<file path="src/rtl/seq_generator.sv">
// -----------------------------------------------------------------------------
// seq_generator
//   Serial pattern transmitter. A WIDTH-bit pattern and a repeat count are
//   taken over a valid/ready handshake while idle, then the pattern is driven
//   MSB-first on 'out', one bit per clk, max(reps,1) times.
//
// Configuration macro:
//   SEQ_GENERATOR_GAP_EN  when defined, one idle (out_valid=0) cycle is
//                         inserted between consecutive repetitions. When
//                         undefined, repetitions are back-to-back.
//
// Ports:
//   clk         clock, rising edge
//   rst         asynchronous reset, active-low
//   load_valid  pattern/reps offered
//   load_ready  block accepts a load (IDLE only)
//   pattern     bits to send, bit WIDTH-1 first
//   reps        repetition count, 0 treated as 1
//   abort       synchronous abort of a transfer in progress
//   out         serial data bit (0 whenever out_valid=0)
//   out_valid   'out' carries a pattern bit this cycle
//   busy        state != IDLE
//   done        one-cycle pulse after the last bit of the last repetition
//   cstate      registered FSM state (debug)
//   nstate      combinational next state (debug)
//
// State | meaning
// ------+-------------------------------------------------------------
// IDLE  | waiting for a load, load_ready=1
// SHIFT | a pattern bit is on 'out' this cycle
// GAP   | one idle cycle between repetitions (gap build only)
// DONE  | single-cycle completion pulse, then back to IDLE
// -----------------------------------------------------------------------------
module seq_generator #(
  parameter int WIDTH = 8,
  parameter int REP_W = 4
) (
  input  logic             clk,
  input  logic             rst,
  input  logic             load_valid,
  output logic             load_ready,
  input  logic [WIDTH-1:0] pattern,
  input  logic [REP_W-1:0] reps,
  input  logic             abort,
  output logic             out,
  output logic             out_valid,
  output logic             busy,
  output logic             done,
  output logic [1:0]       cstate,
  output logic [1:0]       nstate
);

  localparam int CW = $clog2(WIDTH);
  localparam logic [CW-1:0] LAST_BIT = CW'(WIDTH - 1);

  typedef enum logic [1:0] {
    IDLE  = 2'b00,
    SHIFT = 2'b01,
    GAP   = 2'b10,
    DONE  = 2'b11
  } state_t;

  state_t           state_q, state_d;
  // shreg_q holds the bits still to be sent after the one currently on 'out',
  // MSB-aligned; bit_cnt_q is the index of the bit currently on 'out'.
  logic [WIDTH-1:0] shreg_q;
  logic [WIDTH-1:0] copy_q;
  logic [REP_W-1:0] rep_left_q;
  logic [CW-1:0]    bit_cnt_q;
  logic             out_q, out_valid_q;

  logic             rep_end;
  logic             more_reps;
  logic             next_bit;
  logic             out_d;

  always_comb begin
    rep_end   = (bit_cnt_q == '0);
    more_reps = (rep_left_q > REP_W'(1));
    state_d   = state_q;
    next_bit  = 1'b0;

    case (state_q)
      IDLE: begin
        // abort is deliberately not looked at here: a load always wins
        if (load_valid) begin
          state_d  = SHIFT;
          next_bit = pattern[WIDTH-1];
        end
      end
      SHIFT: begin
        if (abort) begin
          state_d = IDLE;
        end else if (!rep_end) begin
          next_bit = shreg_q[WIDTH-1];
        end else if (more_reps) begin
`ifdef SEQ_GENERATOR_GAP_EN
          state_d  = GAP;
`else
          state_d  = SHIFT;
          next_bit = copy_q[WIDTH-1];
`endif
        end else begin
          state_d = DONE;
        end
      end
      GAP: begin
`ifdef SEQ_GENERATOR_GAP_EN
        if (abort) begin
          state_d = IDLE;
        end else begin
          state_d  = SHIFT;
          next_bit = copy_q[WIDTH-1];
        end
`else
        state_d = IDLE;
`endif
      end
      DONE: begin
        state_d = IDLE;
      end
      default: begin
        state_d = IDLE;
      end
    endcase

    out_d = (state_d == SHIFT) ? next_bit : 1'b0;
  end

  always_ff @(posedge clk or negedge rst) begin
    if (!rst) begin
      state_q     <= IDLE;
      shreg_q     <= '0;
      copy_q      <= '0;
      rep_left_q  <= '0;
      bit_cnt_q   <= '0;
      out_q       <= 1'b0;
      out_valid_q <= 1'b0;
    end else begin
      state_q     <= state_d;
      out_q       <= out_d;
      out_valid_q <= (state_d == SHIFT);

      case (state_q)
        IDLE: begin
          if (load_valid) begin
            shreg_q    <= {pattern[WIDTH-2:0], 1'b0};
            copy_q     <= pattern;
            rep_left_q <= (reps == '0) ? REP_W'(1) : reps;
            bit_cnt_q  <= LAST_BIT;
          end
        end
        SHIFT: begin
          if (!abort) begin
            if (!rep_end) begin
              shreg_q   <= {shreg_q[WIDTH-2:0], 1'b0};
              bit_cnt_q <= bit_cnt_q - CW'(1);
            end else if (more_reps) begin
              // Rearm for the next repetition now; in the gap build the GAP
              // cycle then only has to present copy_q's MSB.
              shreg_q    <= {copy_q[WIDTH-2:0], 1'b0};
              bit_cnt_q  <= LAST_BIT;
              rep_left_q <= rep_left_q - REP_W'(1);
            end
          end
        end
        default: begin
        end
      endcase
    end
  end

  assign out        = out_q;
  assign out_valid  = out_valid_q;
  assign cstate     = state_q;
  assign nstate     = state_d;
  assign busy       = (state_q != IDLE);
  assign load_ready = (state_q == IDLE);
  assign done       = (state_q == DONE);

endmodule

</file>
<file path="config.mk">
export PLATFORM = sky130hd
export DESIGN_NAME = seq_generator
export DESIGN_NICKNAME = d
export VERILOG_FILES = /design/src/rtl/seq_generator.sv
export SDC_FILE = /design/constraint.sdc
export NUM_CORES = 1
export LEC_CHECK = 0
export ABC_AREA = 1
export BUFFER_PORTS_ARGS = -buffer_cell sky130_fd_sc_hd__buf_2
export CAP_MARGIN = 15
export CORE_MARGIN = 1.5
export CORE_UTILIZATION = 41
export CTS_CLUSTER_DIAMETER = 150
export DETAILED_ROUTE_END_ITERATION = 16
export PLACE_DENSITY = 0.67
export SYNTH_ARGS = -nofsm -noshare
export SYNTH_HDL_FRONTEND = slang
export SYNTH_SLANG_ARGS = --single-unit
</file>
<file path="constraint.sdc">
create_clock -name clk -period 1.71 [get_ports clk]
set_input_delay 0.342 -clock clk [delete_from_list [all_inputs] [get_ports clk]]
set_output_delay 0.342 -clock clk [all_outputs]
set_load 0.01 [all_outputs]
</file>
==> out/results.tsv <==
stage	metric	value	unit
outcome	status	finished, violations left	
outcome	failing checks	hold timing, setup timing	
detailed_routing	initial drt markers	83	
yosys	sequential element share of the synthesized area	0.452	
critical_path	RR Startpoint	bit_cnt_q[1]	
global_route	grt met1 use	0.236	
worst_hold_path	HP Class	in -> async	
die	core region area	3360	sq um
clocking	Reg clk slew, reported paths	140	ps
pwr	LEAKAGE	1.03	nW
global_route	vias in the first global route	1287	
clocking	clock net sink count	26	
yosys	largest cells by area after synthesis	dfrtp_1 (45%), nand2_1 (26%), nand3_1 (4.2%), inv_1 (3.9%), ha_1 (3.5%)	
critical_path	most frequent cell on the critical path	inv_2	
clocking	worst-skew pair later-pin latency	330	ps
timing	Final period util	1.12	
critical_path	CP max stage cell	dfrtp_1	
critical_path	CP Launch Type	register	
clocking	Max H-tree Level	1	
critical_path	crit-path max FO	2	
pwr	worst vdd ir	0.593	mV
detailed_routing	via count	1316	
pwr	Total Power	2.73	mW
critical_path	crit path kind	reg -> out	
detailed_routing	ANT nets after route	0	
die	# rows	21	
yosys	cell with the most instances after synthesis	nand2_1	
place	DP Wirelength	2190	microns
global_route	first-pass GRT wire length	5690	microns
die	initial core utilization	0.428	
pwr	Seq pwr share	0.364	
critical_path	critical path, cell by cell	inv_2, ha_4, inv_2, nand2_2, nand2_2, nor2_4, inv_2, nor2_2, buf_2	
cells_and_area	ant diodes	0	
yosys	Async SR Flop Fraction	1.00	
place	DP Worst Slack	30.3	ps
critical_path	CP arrival	1570	ps
global_route	GRT Resource Usage Total	0.181	
yosys	Avg Inst Size Synth	7.39	sq um
critical_path	r2r setup slk	140	ps
detailed_routing	post-detailed-route wirelength per cell	11.6	microns
place	PortBufs	24	
detailed_routing	Routed WL	3320	microns
yosys	Ys Warns	0	
pwr	combinational share of power	0.480	
pwr	P_int	1.66	mW
yosys	number of synthesized flops with an enable pin	0	
timing	Fin Clk Skew	1.89	ps
die	Die Height	62.3	microns
timing	Fmax	523	MHz
timing	final setup vio count	1	
die	Die Area	3880	sq um
pwr	Net Sw Power	1.07	mW
critical_path	max incr delay on CP	420	ps
critical_path	Critical path buffers and inverters	4	
yosys	synth unique cells	21	
detailed_routing	via/cell ratio	4.62	
critical_path	CP top delay family	flip-flops	
timing	hold_ws	-7.84	ps
clocking	Num CTS Buffers	3	
detailed_routing	Post-route DRC	0	
pwr	sw frac	0.390	
pwr	PD cells	1440	nW/um^2
cells_and_area	fin cells	285	
yosys	post-synth top area share	0.452	
timing	final hold vios	17	
die	IO Count	25	
cells_and_area	share of cells above drive strength 1	0.347	
cells_and_area	Area Overhead vs Synth	31.8	%
pwr	Clock power frac	0.157	
yosys	Synth Instances	195	
yosys	Syn Nets	215	
critical_path	Req. time, crit path	1370	ps
clocking	CTS tree	yes	
critical_path	endpoint type of the worst setup path	primary output	
critical_path	Worst R2R End	rep_left_q[0]	
cells_and_area	nets	260	
global_route	largest net degree at the start of global routing	27	
detailed_routing	first-pass detailed-route iteration total	4	
place	placed cell count	267	
global_route	total gr overflow	0	
timing	Slew Limit Fails	0	
clocking	clock buffer depth	2	
yosys	top_reg_cell synth	dfrtp_1	
yosys	synth cell count leaders	nand2_1 (101), dfrtp_1 (26), inv_1 (15)	
timing	RSZ-0062 raised after global routing	yes	
global_route	gr busiest metal	met2	
die	die width	62.3	microns
global_route	GRT met3 Usage	0.0399	
global_route	initial antenna violation count	0	
clocking	hold-fix buffer count after cts	0	
place	Placer Congestion	0.802	
critical_path	Reg2Reg Depth	9	
yosys	largest area contributor in the netlist	dfrtp_1	
timing	final setup margin	-204	ps
yosys	area of the mapped netlist	1440	sq um
timing	fin crit period	1910	ps
job	max_cap viols	0	
yosys	#FFs+latches synth	26	
timing	Slew HR	0.604	
timing	Worst Max-Slew Pin Slew	594	ps
clocking	Clk Tree Root Cell	clkbuf_4	
global_route	GR Util met2	0.313	
## cell families after synthesis
logic type / count (synthesis) / share of synthesized area
buffers and inverters: 21 / 0.0704
AOI/OAI and AO/OA: 8 / 0.0356
adders and majority gates: 4 / 0.0348
xor gates and xnor gates: 1 / 0.00608
DFF: 26 / 0.452
and+or+nand+nor: 135 / 0.401
## worst reg2reg max path, stage by stage, from the launching register on
cell and delay [ps]:
dfrtp_1 420, inv_2 90, ha_4 140, buf_4 90
nand2_1 160, nand2_1 180, nand2_1 80, nor2_2 170
nand2_1 90, nand2_1 90
## state kept, by name (all words and copies together) (netlist names)
register    count
out             1
cstate          2
bit_cnt_q       3
copy_q          8
out_valid       1
shreg_q         7
rep_left_q      4
## cells in the final DEF, fill, tap and decap left out, types with 2 or more instances in the layout
cell type / instances
o21ai_0: 6
nor2_4: 5
dfrtp_1: 24
inv_1: 7
inv_4: 2
nand2_4: 2
dfrtp_2: 2
buf_2: 23
nand3_1: 12
nor2_2: 6
clkbuf_4: 3
nor2_1: 6
buf_6: 3
nand2_2: 3
inv_2: 8
nand2_1: 98
buf_4: 17
ha_4: 3
## what timing repair did
action	CTS	global route
setup buffers	8	6
setup endpoints to repair	2	5
pin swaps	6	7
resized for setup	14	17
## through the flow
stage	cell area, sq um	TNS (ps)	utilization
after CTS	1780	-229	0.528
after floorplan	1440	0	-
after global placement	1630	0	0.484
final	1900	-204	0.564
after detailed placement	1630	0	0.484
after global routing	1900	-283	0.564
## layer usage
metal  vias to the layer above  wire length (microns)
li1                        676                      -
met1                       591                   1530
met2                        43                   1590
met3                         6                    165
met4                         0                     40
met5                         -                      0
## power by group through the flow
stage	Combinational [mW]	Clock [mW]	Sequential, mW
4_1_cts	1.14	0.444	0.982
3_5_place_dp	0.962	0	0.986
5_1_grt	1.48	0.459	1.02
2_1_floorplan	0.720	0	0.960
3_3_place_gp	0.948	0	0.977
6_report	1.31	0.428	0.993
## final cells by class
| class | instances | area [sq um] |
|---|---|---|
| inverters | 17 | 68.8 |
| multi-input cells | 148 | 769 |
| clock buffers | 3 | 22.5 |
| clock inverters | 1 | 30.0 |
| well taps | 46 | 57.6 |
| flip-flops and latches | 26 | 653 |
| fillers | 340 | 1470 |
| repair buffers | 44 | 297 |
## how the worst max path moves through the flow
stage | cells past startpoint | slack (ps) | startpoint | end
3_5_place_dp | 9 | 30 | rep_left_q[1] | nstate[1]
2_1_floorplan | 8 | 110 | bit_cnt_q[0] | nstate[1]
4_1_cts | 9 | -230 | bit_cnt_q[1] | nstate[1]
5_1_grt | 9 | -280 | rep_left_q[1] | nstate[1]
6_report | 9 | -200 | rep_left_q[1] | nstate[1]
3_3_place_gp | 9 | 110 | bit_cnt_q[0] | nstate[1]
No activity file was read; power rests on OpenSTA's default activity.
